[config.mk]
export PLATFORM = sky130hd
export DESIGN_NAME = mmcm_drp_sequencer
export DESIGN_NICKNAME = d
export VERILOG_FILES = /design/src/rtl/mmcm_drp_pkg.sv /design/src/rtl/mmcm_drp_sequencer.sv
export SDC_FILE = /design/constraint.sdc
export NUM_CORES = 1
export LEC_CHECK = 0
export CAP_MARGIN = 30
export CORE_ASPECT_RATIO = 1.25
export CORE_MARGIN = 5
export CORE_UTILIZATION = 50
export CTS_CLUSTER_DIAMETER = 120
export DETAILED_ROUTE_END_ITERATION = 8
export PLACE_DENSITY = 0.82
export SETUP_SLACK_MARGIN = 0.15
export SYNTH_ARGS = -nofsm -noshare
export SYNTH_HDL_FRONTEND = slang
export SYNTH_SLANG_ARGS = --single-unit
[constraint.sdc]
create_clock -name i_clk -period 3.25 [get_ports i_clk]
set_input_delay 0.65 -clock i_clk [delete_from_list [all_inputs] [get_ports i_clk]]
set_output_delay 0.65 -clock i_clk [all_outputs]
set_load 0.05 [all_outputs]
[src/rtl/mmcm_drp_pkg.sv]
// Shared types and constants for the MMCM DRP reconfiguration sequencer.
package mmcm_drp_pkg;

    // One table entry: register address, keep-mask (1 = keep existing bit), new data.
    typedef struct packed {
        logic [6:0]  addr;
        logic [15:0] mask;
        logic [15:0] data;
    } drp_entry_t;

    typedef enum logic [3:0] {
        S_IDLE       = 4'd0,
        S_ASSERT_RST = 4'd1,
        S_FETCH      = 4'd2,
        S_READ       = 4'd3,
        S_WAIT_RD    = 4'd4,
        S_WRITE      = 4'd5,
        S_WAIT_WR    = 4'd6,
        S_RELEASE    = 4'd7,
        S_WAIT_LOCK  = 4'd8,
        S_DONE       = 4'd9,
        S_ERR        = 4'd10
    } state_t;

    localparam logic [1:0] ERR_NONE     = 2'b00;
    localparam logic [1:0] ERR_DRP_TMO  = 2'b01;
    localparam logic [1:0] ERR_LOCK_TMO = 2'b10;

    // LOCKED seen in the first cycles after reset release may be stale.
    localparam int LOCK_IGNORE_CYCLES = 2;

    // Read-modify-write merge: mask bit 1 keeps the bit read back from the MMCM.
    function automatic logic [15:0] drp_merge(input logic [15:0] rd_val,
                                              input logic [15:0] mask,
                                              input logic [15:0] data);
        return (rd_val & mask) | (data & ~mask);
    endfunction

endpackage

[src/rtl/mmcm_drp_sequencer.sv]
// Runtime MMCME2_ADV reprogramming: holds the MMCM in reset, read-modify-writes
// every table entry over DRP, releases reset and waits for LOCKED.
module mmcm_drp_sequencer
    import mmcm_drp_pkg::*;
#(
    parameter int NUM_ENTRIES  = 23,
    parameter int RST_CYCLES   = 8,
    parameter int DRP_TIMEOUT  = 255,
    parameter int LOCK_TIMEOUT = 65535
) (
    input  logic        i_clk,
    input  logic        i_rst_n,
    input  logic        i_start,
    output logic        o_busy,
    output logic        o_done,
    output logic        o_err,
    output logic [1:0]  o_err_code,
    output logic        o_locked,
    output logic [4:0]  o_tbl_idx,
    input  logic [38:0] i_tbl_entry,
    output logic [6:0]  o_drp_addr,
    output logic [15:0] o_drp_di,
    output logic        o_drp_den,
    output logic        o_drp_dwe,
    input  logic [15:0] i_drp_do,
    input  logic        i_drp_drdy,
    output logic        o_mmcm_rst,
    input  logic        i_mmcm_locked
);

    // One shared counter serves reset hold, DRP timeouts and lock timeout.
    localparam int TMR_MAX0 = (DRP_TIMEOUT > LOCK_TIMEOUT) ? DRP_TIMEOUT : LOCK_TIMEOUT;
    localparam int TMR_MAX  = (RST_CYCLES > TMR_MAX0) ? RST_CYCLES : TMR_MAX0;
    localparam int TMR_W    = $clog2(TMR_MAX + 1);

    localparam logic [TMR_W-1:0] RST_LAST  = TMR_W'(RST_CYCLES - 1);
    localparam logic [TMR_W-1:0] DRP_LAST  = TMR_W'(DRP_TIMEOUT - 1);
    localparam logic [TMR_W-1:0] LOCK_LAST = TMR_W'(LOCK_TIMEOUT - 1);
    localparam logic [TMR_W-1:0] LOCK_IGN  = TMR_W'(LOCK_IGNORE_CYCLES);
    localparam logic [4:0]       LAST_IDX  = 5'(NUM_ENTRIES - 1);

    drp_entry_t w_entry;
    assign w_entry = drp_entry_t'(i_tbl_entry);

    state_t           r_state,    w_state_nxt;
    logic [TMR_W-1:0] r_tmr,      w_tmr_nxt;
    logic [4:0]       r_idx,      w_idx_nxt;
    logic             r_fetch_ph, w_fetch_ph_nxt;
    logic [15:0]      r_mask,     w_mask_nxt;
    logic [15:0]      r_data,     w_data_nxt;
    logic             r_busy,     w_busy_nxt;
    logic             r_done,     w_done_nxt;
    logic             r_err,      w_err_nxt;
    logic [1:0]       r_err_code, w_err_code_nxt;
    logic [6:0]       r_drp_addr, w_drp_addr_nxt;
    logic [15:0]      r_drp_di,   w_drp_di_nxt;
    logic             r_den,      w_den_nxt;
    logic             r_dwe,      w_dwe_nxt;
    logic             r_mmcm_rst, w_mmcm_rst_nxt;
    logic             r_locked,   w_locked_nxt;

    // Next-state and next-output logic; every output is the register of its next value.
    always_comb begin
        w_state_nxt    = r_state;
        w_tmr_nxt      = r_tmr;
        w_idx_nxt      = r_idx;
        w_fetch_ph_nxt = r_fetch_ph;
        w_mask_nxt     = r_mask;
        w_data_nxt     = r_data;
        w_busy_nxt     = r_busy;
        w_done_nxt     = 1'b0;
        w_err_nxt      = 1'b0;
        w_err_code_nxt = r_err_code;
        w_drp_addr_nxt = r_drp_addr;
        w_drp_di_nxt   = r_drp_di;
        w_den_nxt      = 1'b0;
        w_dwe_nxt      = 1'b0;
        w_mmcm_rst_nxt = r_mmcm_rst;

        case (r_state)
            S_IDLE: begin
                if (i_start) begin
                    w_state_nxt    = S_ASSERT_RST;
                    w_busy_nxt     = 1'b1;
                    w_err_code_nxt = ERR_NONE;
                    w_idx_nxt      = 5'd0;
                    w_tmr_nxt      = '0;
                    w_mmcm_rst_nxt = 1'b1;
                end
            end
            S_ASSERT_RST: begin
                if (r_tmr == RST_LAST) begin
                    w_state_nxt    = S_FETCH;
                    w_tmr_nxt      = '0;
                    w_fetch_ph_nxt = 1'b0;
                end else begin
                    w_tmr_nxt = r_tmr + 1'b1;
                end
            end
            S_FETCH: begin
                // Phase 0 presents the index, phase 1 captures the ROM output.
                if (!r_fetch_ph) begin
                    w_fetch_ph_nxt = 1'b1;
                end else begin
                    w_mask_nxt     = w_entry.mask;
                    w_data_nxt     = w_entry.data;
                    w_drp_addr_nxt = w_entry.addr;
                    w_den_nxt      = 1'b1;
                    w_state_nxt    = S_READ;
                end
            end
            S_READ: begin
                w_state_nxt = S_WAIT_RD;
                w_tmr_nxt   = '0;
            end
            S_WAIT_RD: begin
                if (i_drp_drdy) begin
                    w_drp_di_nxt = drp_merge(i_drp_do, r_mask, r_data);
                    w_den_nxt    = 1'b1;
                    w_dwe_nxt    = 1'b1;
                    w_state_nxt  = S_WRITE;
                end else if (r_tmr == DRP_LAST) begin
                    // MMCM stays in reset: a partial configuration must not run.
                    w_state_nxt    = S_ERR;
                    w_err_nxt      = 1'b1;
                    w_busy_nxt     = 1'b0;
                    w_err_code_nxt = ERR_DRP_TMO;
                end else begin
                    w_tmr_nxt = r_tmr + 1'b1;
                end
            end
            S_WRITE: begin
                w_state_nxt = S_WAIT_WR;
                w_tmr_nxt   = '0;
            end
            S_WAIT_WR: begin
                if (i_drp_drdy) begin
                    if (r_idx == LAST_IDX) begin
                        w_state_nxt    = S_RELEASE;
                        w_mmcm_rst_nxt = 1'b0;
                    end else begin
                        w_idx_nxt      = r_idx + 5'd1;
                        w_fetch_ph_nxt = 1'b0;
                        w_state_nxt    = S_FETCH;
                    end
                end else if (r_tmr == DRP_LAST) begin
                    w_state_nxt    = S_ERR;
                    w_err_nxt      = 1'b1;
                    w_busy_nxt     = 1'b0;
                    w_err_code_nxt = ERR_DRP_TMO;
                end else begin
                    w_tmr_nxt = r_tmr + 1'b1;
                end
            end
            S_RELEASE: begin
                w_state_nxt = S_WAIT_LOCK;
                w_tmr_nxt   = '0;
            end
            S_WAIT_LOCK: begin
                if (i_mmcm_locked && (r_tmr >= LOCK_IGN)) begin
                    w_state_nxt = S_DONE;
                    w_done_nxt  = 1'b1;
                    w_busy_nxt  = 1'b0;
                end else if (r_tmr == LOCK_LAST) begin
                    w_state_nxt    = S_ERR;
                    w_err_nxt      = 1'b1;
                    w_busy_nxt     = 1'b0;
                    w_err_code_nxt = ERR_LOCK_TMO;
                end else begin
                    w_tmr_nxt = r_tmr + 1'b1;
                end
            end
            S_DONE:  w_state_nxt = S_IDLE;
            S_ERR:   w_state_nxt = S_IDLE;
            default: w_state_nxt = S_IDLE;
        endcase

        // LOCKED is meaningless to the user while a reconfiguration is running.
        w_locked_nxt = i_mmcm_locked & ~w_busy_nxt;
    end

    // State and output registers with synchronous active-low reset.
    always_ff @(posedge i_clk) begin
        if (!i_rst_n) begin
            r_state    <= S_IDLE;
            r_tmr      <= '0;
            r_idx      <= 5'd0;
            r_fetch_ph <= 1'b0;
            r_mask     <= 16'h0;
            r_data     <= 16'h0;
            r_busy     <= 1'b0;
            r_done     <= 1'b0;
            r_err      <= 1'b0;
            r_err_code <= ERR_NONE;
            r_drp_addr <= 7'h0;
            r_drp_di   <= 16'h0;
            r_den      <= 1'b0;
            r_dwe      <= 1'b0;
            r_mmcm_rst <= 1'b0;
            r_locked   <= 1'b0;
        end else begin
            r_state    <= w_state_nxt;
            r_tmr      <= w_tmr_nxt;
            r_idx      <= w_idx_nxt;
            r_fetch_ph <= w_fetch_ph_nxt;
            r_mask     <= w_mask_nxt;
            r_data     <= w_data_nxt;
            r_busy     <= w_busy_nxt;
            r_done     <= w_done_nxt;
            r_err      <= w_err_nxt;
            r_err_code <= w_err_code_nxt;
            r_drp_addr <= w_drp_addr_nxt;
            r_drp_di   <= w_drp_di_nxt;
            r_den      <= w_den_nxt;
            r_dwe      <= w_dwe_nxt;
            r_mmcm_rst <= w_mmcm_rst_nxt;
            r_locked   <= w_locked_nxt;
        end
    end

    assign o_busy     = r_busy;
    assign o_done     = r_done;
    assign o_err      = r_err;
    assign o_err_code = r_err_code;
    assign o_locked   = r_locked;
    assign o_tbl_idx  = r_idx;
    assign o_drp_addr = r_drp_addr;
    assign o_drp_di   = r_drp_di;
    assign o_drp_den  = r_den;
    assign o_drp_dwe  = r_dwe;
    assign o_mmcm_rst = r_mmcm_rst;

endmodule

== Word-level counts from Yosys, hierarchy flattened ==
Index checks and enable logic that the tools add are counted.
W data, S select, Z words.

* Register bits after elaboration: 90
* Output and inout port bits: 37
* Word-level logic and storage cells: 118

* Add/subtract/negate cells: 2
* $lt $le $gt $ge: 1
* Equal/unequal tests: 25
* Mux-type cells: 50
* Bitwise gates (word level): 6
* Reduce and logical (&&, ||, !) cells: 18

{| class="wikitable"
|+ Operator list
! operator !! count
|-
| $mux W16 || 6
|-
| $pmux W16 S5 || 1
|-
| $pmux W4 S9 || 1
|-
| $and A16 B16 Y16 || 2
|-
| $mux W4 || 8
|-
| $ne A2 B2 Y1 const B || 11
|-
| $mux W1 || 18
|-
| $add A16 B1 Y16 const B || 1
|-
| $eq A16 B16 Y1 const B || 1
|-
| $eq A16 B3 Y1 const B || 1
|-
| $eq A16 B8 Y1 const B || 1
|-
| $eq A4 B3 Y1 const B || 4
|-
| $ge A16 B2 Y1 const B || 1
|-
| $not A16 Y16 || 1
|-
| $or A16 B16 Y16 || 1
|-
| $reduce_and A4 Y1 || 4
|-
| $mux W5 || 3
|-
| $reduce_and A6 Y1 || 2
|-
| $mux W2 || 5
|-
| $pmux W5 S2 || 1
|-
| $eq A4 B2 Y1 const B || 2
|-
| $reduce_and A2 Y1 || 4
|-
| $pmux W1 S2 || 3
|-
| $pmux W1 S3 || 2
|-
| other kinds (17) || 18
|}

== Logic depth before layout (Yosys ltp) ==
* Word-level depth: 6
* Mapped depth: 9
* Depth with buffers taken out: 7

== Worst setup path before layout ==
No wires, ideal clock.

* Path type: register to register
* Start: reg r_tmr[15]
* End: reg r_err_code[1] (netlist: o_err_code[1])
* Setup time: 0.072 ns
* Arrival time: 2.335 ns
* Setup slack: 0.843 ns
* Cell stages (with the launch flop): 7
* Period minus slack after synthesis: 2.407 ns
* Cells stage by stage: dfxtp_1 > or4_4 > or4_1 > buf_2 > or3_4 > a221oi_2 > mux2i_1

* Word-level cells in the longest chain between the ends: 4
* Elaborated cells on any way between the ends: 8

{| class="wikitable"
|+ RTL lines
! element !! line !! RTL
|-
| from (decl) || mmcm_drp_sequencer.sv:46 || <nowiki>logic [TMR_W-1:0] r_tmr, w_tmr_nxt;</nowiki>
|-
| from (signal assigned) || mmcm_drp_sequencer.sv:203 || <nowiki>r_tmr <= w_tmr_nxt;</nowiki>
|-
| $ge A16 B2 Y1 || mmcm_drp_sequencer.sv:160 || <nowiki>if (i_mmcm_locked && (r_tmr >= LOCK_IGN)) begin</nowiki>
|-
| $logic_and A1 B1 Y1 || mmcm_drp_sequencer.sv:160 ||
|-
| $ne A2 B2 Y1 (no line) || n/a ||
|-
| $reduce_and A6 Y1 (no line) (*) || n/a ||
|-
| to (signal assigned) || mmcm_drp_sequencer.sv:211 || <nowiki>r_err_code <= w_err_code_nxt;</nowiki>
|-
| to (decl) || mmcm_drp_sequencer.sv:54 || <nowiki>logic [1:0] r_err_code, w_err_code_nxt;</nowiki>
|}

Mark *: on every way between the ends. The rest lies on a longest branch, timed or not.
A chain may end at the register's enable or synchronous reset.

== Final worst setup path ==
* Start: reg r_state[3]
* End: reg r_tmr[1]

* Word-level cells in the longest chain between the ends: 4
* Elaborated cells on any way between the ends: 18

{| class="wikitable"
|+ RTL lines
! element !! line !! RTL
|-
| from (decl) || mmcm_drp_sequencer.sv:45 || <nowiki>state_t r_state, w_state_nxt;</nowiki>
|-
| from (signal assigned) || mmcm_drp_sequencer.sv:202 || <nowiki>r_state <= w_state_nxt;</nowiki>
|-
| $eq A4 B3 Y1 / $eq A4 B2 Y1 (equally long branches) || mmcm_drp_sequencer.sv:80 || <nowiki>case (r_state)</nowiki>
|-
| $reduce_or A3 Y1 (no line) / $reduce_or A2 Y1 (equally long branches) || n/a ||
|-
| $reduce_bool A5 Y1 (no line) / $ne A2 B2 Y1 (equally long branches) || n/a ||
|-
| $reduce_and A6 Y1 (no line) || n/a ||
|}

Parallel ways exist; a longest one is shown, timed or not.

==> impl_results.md <==
* Compound-Gate Fraction of Synth Area at 20.5%
* Setup CP Type: reg2reg
* Cell Pwr Density at 559 nW/um2
* CP max FO at 22
* Pre-antenna DRT Iters at 4
* Post-Synth Adder-Cell Area at 1.23%
* Vias at 3985
* CTS sink count at 90
* Placed cell area at 5130 um2
* Post-synth EDFFs at 0
* Diodes inserted at 0
* DRC viols at 0
* Gr busiest metal: met2
* Routability Congestion at 0.881
* DP HPWL at 7.77 mm
* MaxCap Viol Count at 0
* Fmax at 364 MHz
* Fin. max-slew vios at 0
* Hold Vio Cnt, Final at 0
* Die area at 10100 um2
* Worst-Margin Slew at 839 ps
* CP max stage cell: o2bb2ai_2
* Port buffer count at 96
* Post-Syn Area at 4080 um2
* CTS tree: yes
* Clock buffer depth at 2
* CP endpoint kind: flip-flop
* VDD IR-drop max at 0.394 mV
* Flops & latches, synth at 90
* Max incr delay on CP at 720 ps
* # IOs at 97
* Post-synth top flop: dfxtp_1
* GR Util met3 at 5.36%
* Hold buffer count at cts at 0
* Met2 GRT Util at 35.9%
* Yosys warns at 0
* WP data required at 3530 ps
* Syn Nets at 562
* Worst-skew pair later-pin latency at 370 ps
* Asr flop ratio synth at 0%
* Clk root buf: clkbuf_8
* Clk_skew at 9.07 ps
* Final Routed Wirelength at 11.0 mm
* Critical path startpoint category: flip-flop
* Crit-path cells: nor4b_1, nand2_1, o2bb2ai_2, o31ai_2, buf_4, a211oi_1
* Synth Area per Inst at 8.19 um2
* All-Layer GR Usage at 21.9%
* Vias/cell at 5.82
* Sequential share of the synthesized area at 44.2%
* Outcome: complete, no violations
* Leakage at 1.74 nW
* Chip height at 111 um
* Setup-failing EPs final at 0
* Most frequent cells in the layout: nand2_1, clkdlybuf4s50_1, dfxtp_1
* Final Cycle Share at 84.5%
* Min Tclk post-route at 2750 ps
* H-tree levels at 3
* First-pass GRT wire length at 18.5 mm
* Final core utilization at 68.0%
* Total CTS buffers at 9
* Mux contribution to synthesized area at 4.42%
* Post-CTS resize count at 0
* Largest family of logic cells by synthesized area: simple AND/OR/NAND/NOR gates
* Reg clk slew, reported paths at 90 ps
* Largest net degree at the start of global routing at 61
* Layout area overhead at 31.4%
* Die X at 90.8 um
* Commonest non-fill, non-tap cell in the layout: nand2_1
* RSZ-0062 raised after global routing: false
* Setup Buffers After CTS at 0
* Grt met1 use at 26.7%
* Post-synthesis xor/xnor area fraction at 0.859%
* Detailed router's first-iteration violation count at 221
* Synth cell types at 55
* Vias in the first global route at 3844
* Num rows at 36
* Post-Synth Simple-Gate Area at 25.1%
* Layout cell share with drive strength beyond 1 at 7.12%
* Critical Path AT at 3020 ps
* Core footprint at 7880 um2
* Rel. slew slack at 43.7%
* Nets at 649
* Routed Antenna Nets at 0
* Cell count after synthesis at 498
* Worst Hold Slack at 458 ps
* Total global routing overflow at 0
* Initial antenna violation count at 0
* Post-DR wirelength/cell at 16.1 um
* Post-route setup TNS at 0 ps
* Hold Path Class: reg2reg
* Starting Density at 51.8%
* Final instance area at 5360 um2
## critical path, delay by kind of cell (launching register included)
kind / cells / cell delay, ps
compound gates: 3 / 1080
simple gates: 2 / 710
flops: 1 / 650
buf+inv: 1 / 200
## metrics by stage
| step | instances | worst slack [ps] | power [W] |
|---|---|---|---|
| after CTS | 685 | 535 | 0.00301 |
| after global routing | 685 | 238 | 0.00314 |
| after floorplan | 498 | 843 | 0.00186 |
| final | 685 | 503 | 0.00300 |
| after detailed placement | 669 | 562 | 0.00214 |
| after global placement | 669 | 671 | 0.00212 |
## layer usage
layer / vias up / routed length, um
li1: 1950 / -
met3: 24 / 834
met5: - / 0
met1: 1857 / 4480
met2: 154 / 5370
met4: 0 / 320
## layout make-up
class                   count  area [um2]
fillers                   634        2520
repair buffers            107        1060
clock buffers              12         155
well taps                  95         119
multi-input cells         369        2130
clock inverters             4        73.8
flip-flops and latches     90        1800
inverters                   8        30.0
## worst paths after layout
check,startpoint,endpoint,slack (ps),cells after the start
hold reg to reg,r_data[7],r_data[7],460,2
setup reg to reg,r_state[3],r_tmr[1],500,6
setup / recovery,r_state[3],r_tmr[1],500,6
hold / removal,r_data[7],r_data[7],460,2
## where the power goes
part           internal [W]  switching (W)  total, W
clock network      0.000476       0.000397  0.000873
registers           0.00117      0.0000741   0.00125
logic              0.000354       0.000524  0.000878
## synthesized netlist by cell type (7+ instances only)
cell type	n	area share, %
nand2_1	98	9.0
dfxtp_1	90	44
a21oi_1	63	7.7
nor2_1	39	3.6
clkbuf_1	26	2.4
a211oi_1	20	3.7
mux2i_1	18	4.4
nand3_1	16	2.0
nor3_1	11	1.3
or4_1	11	2.0
o31ai_1	10	1.8
inv_1	7	0.64
## cell families after synthesis
kind of cell	count (synthesis)
AOI/OAI and AO/OA	128
xor gates and xnor gates	4
adders and majority gates	4
buffers and inverters	39
DFF	90
muxes	18
and+or+nand+nor	215
## registers in the layout, indices dropped and copies added (netlist names)
register    flops
o_drp_di       16
r_data         16
r_mask         16
r_tmr          16
o_drp_addr      7
o_tbl_idx       5
r_state         4
o_err_code      2
o_busy          1
o_done          1
o_drp_den       1
o_drp_dwe       1
o_err           1
o_locked        1
o_mmcm_rst      1
r_fetch_ph      1
Note: power is estimated with default switching activity, not from simulation.
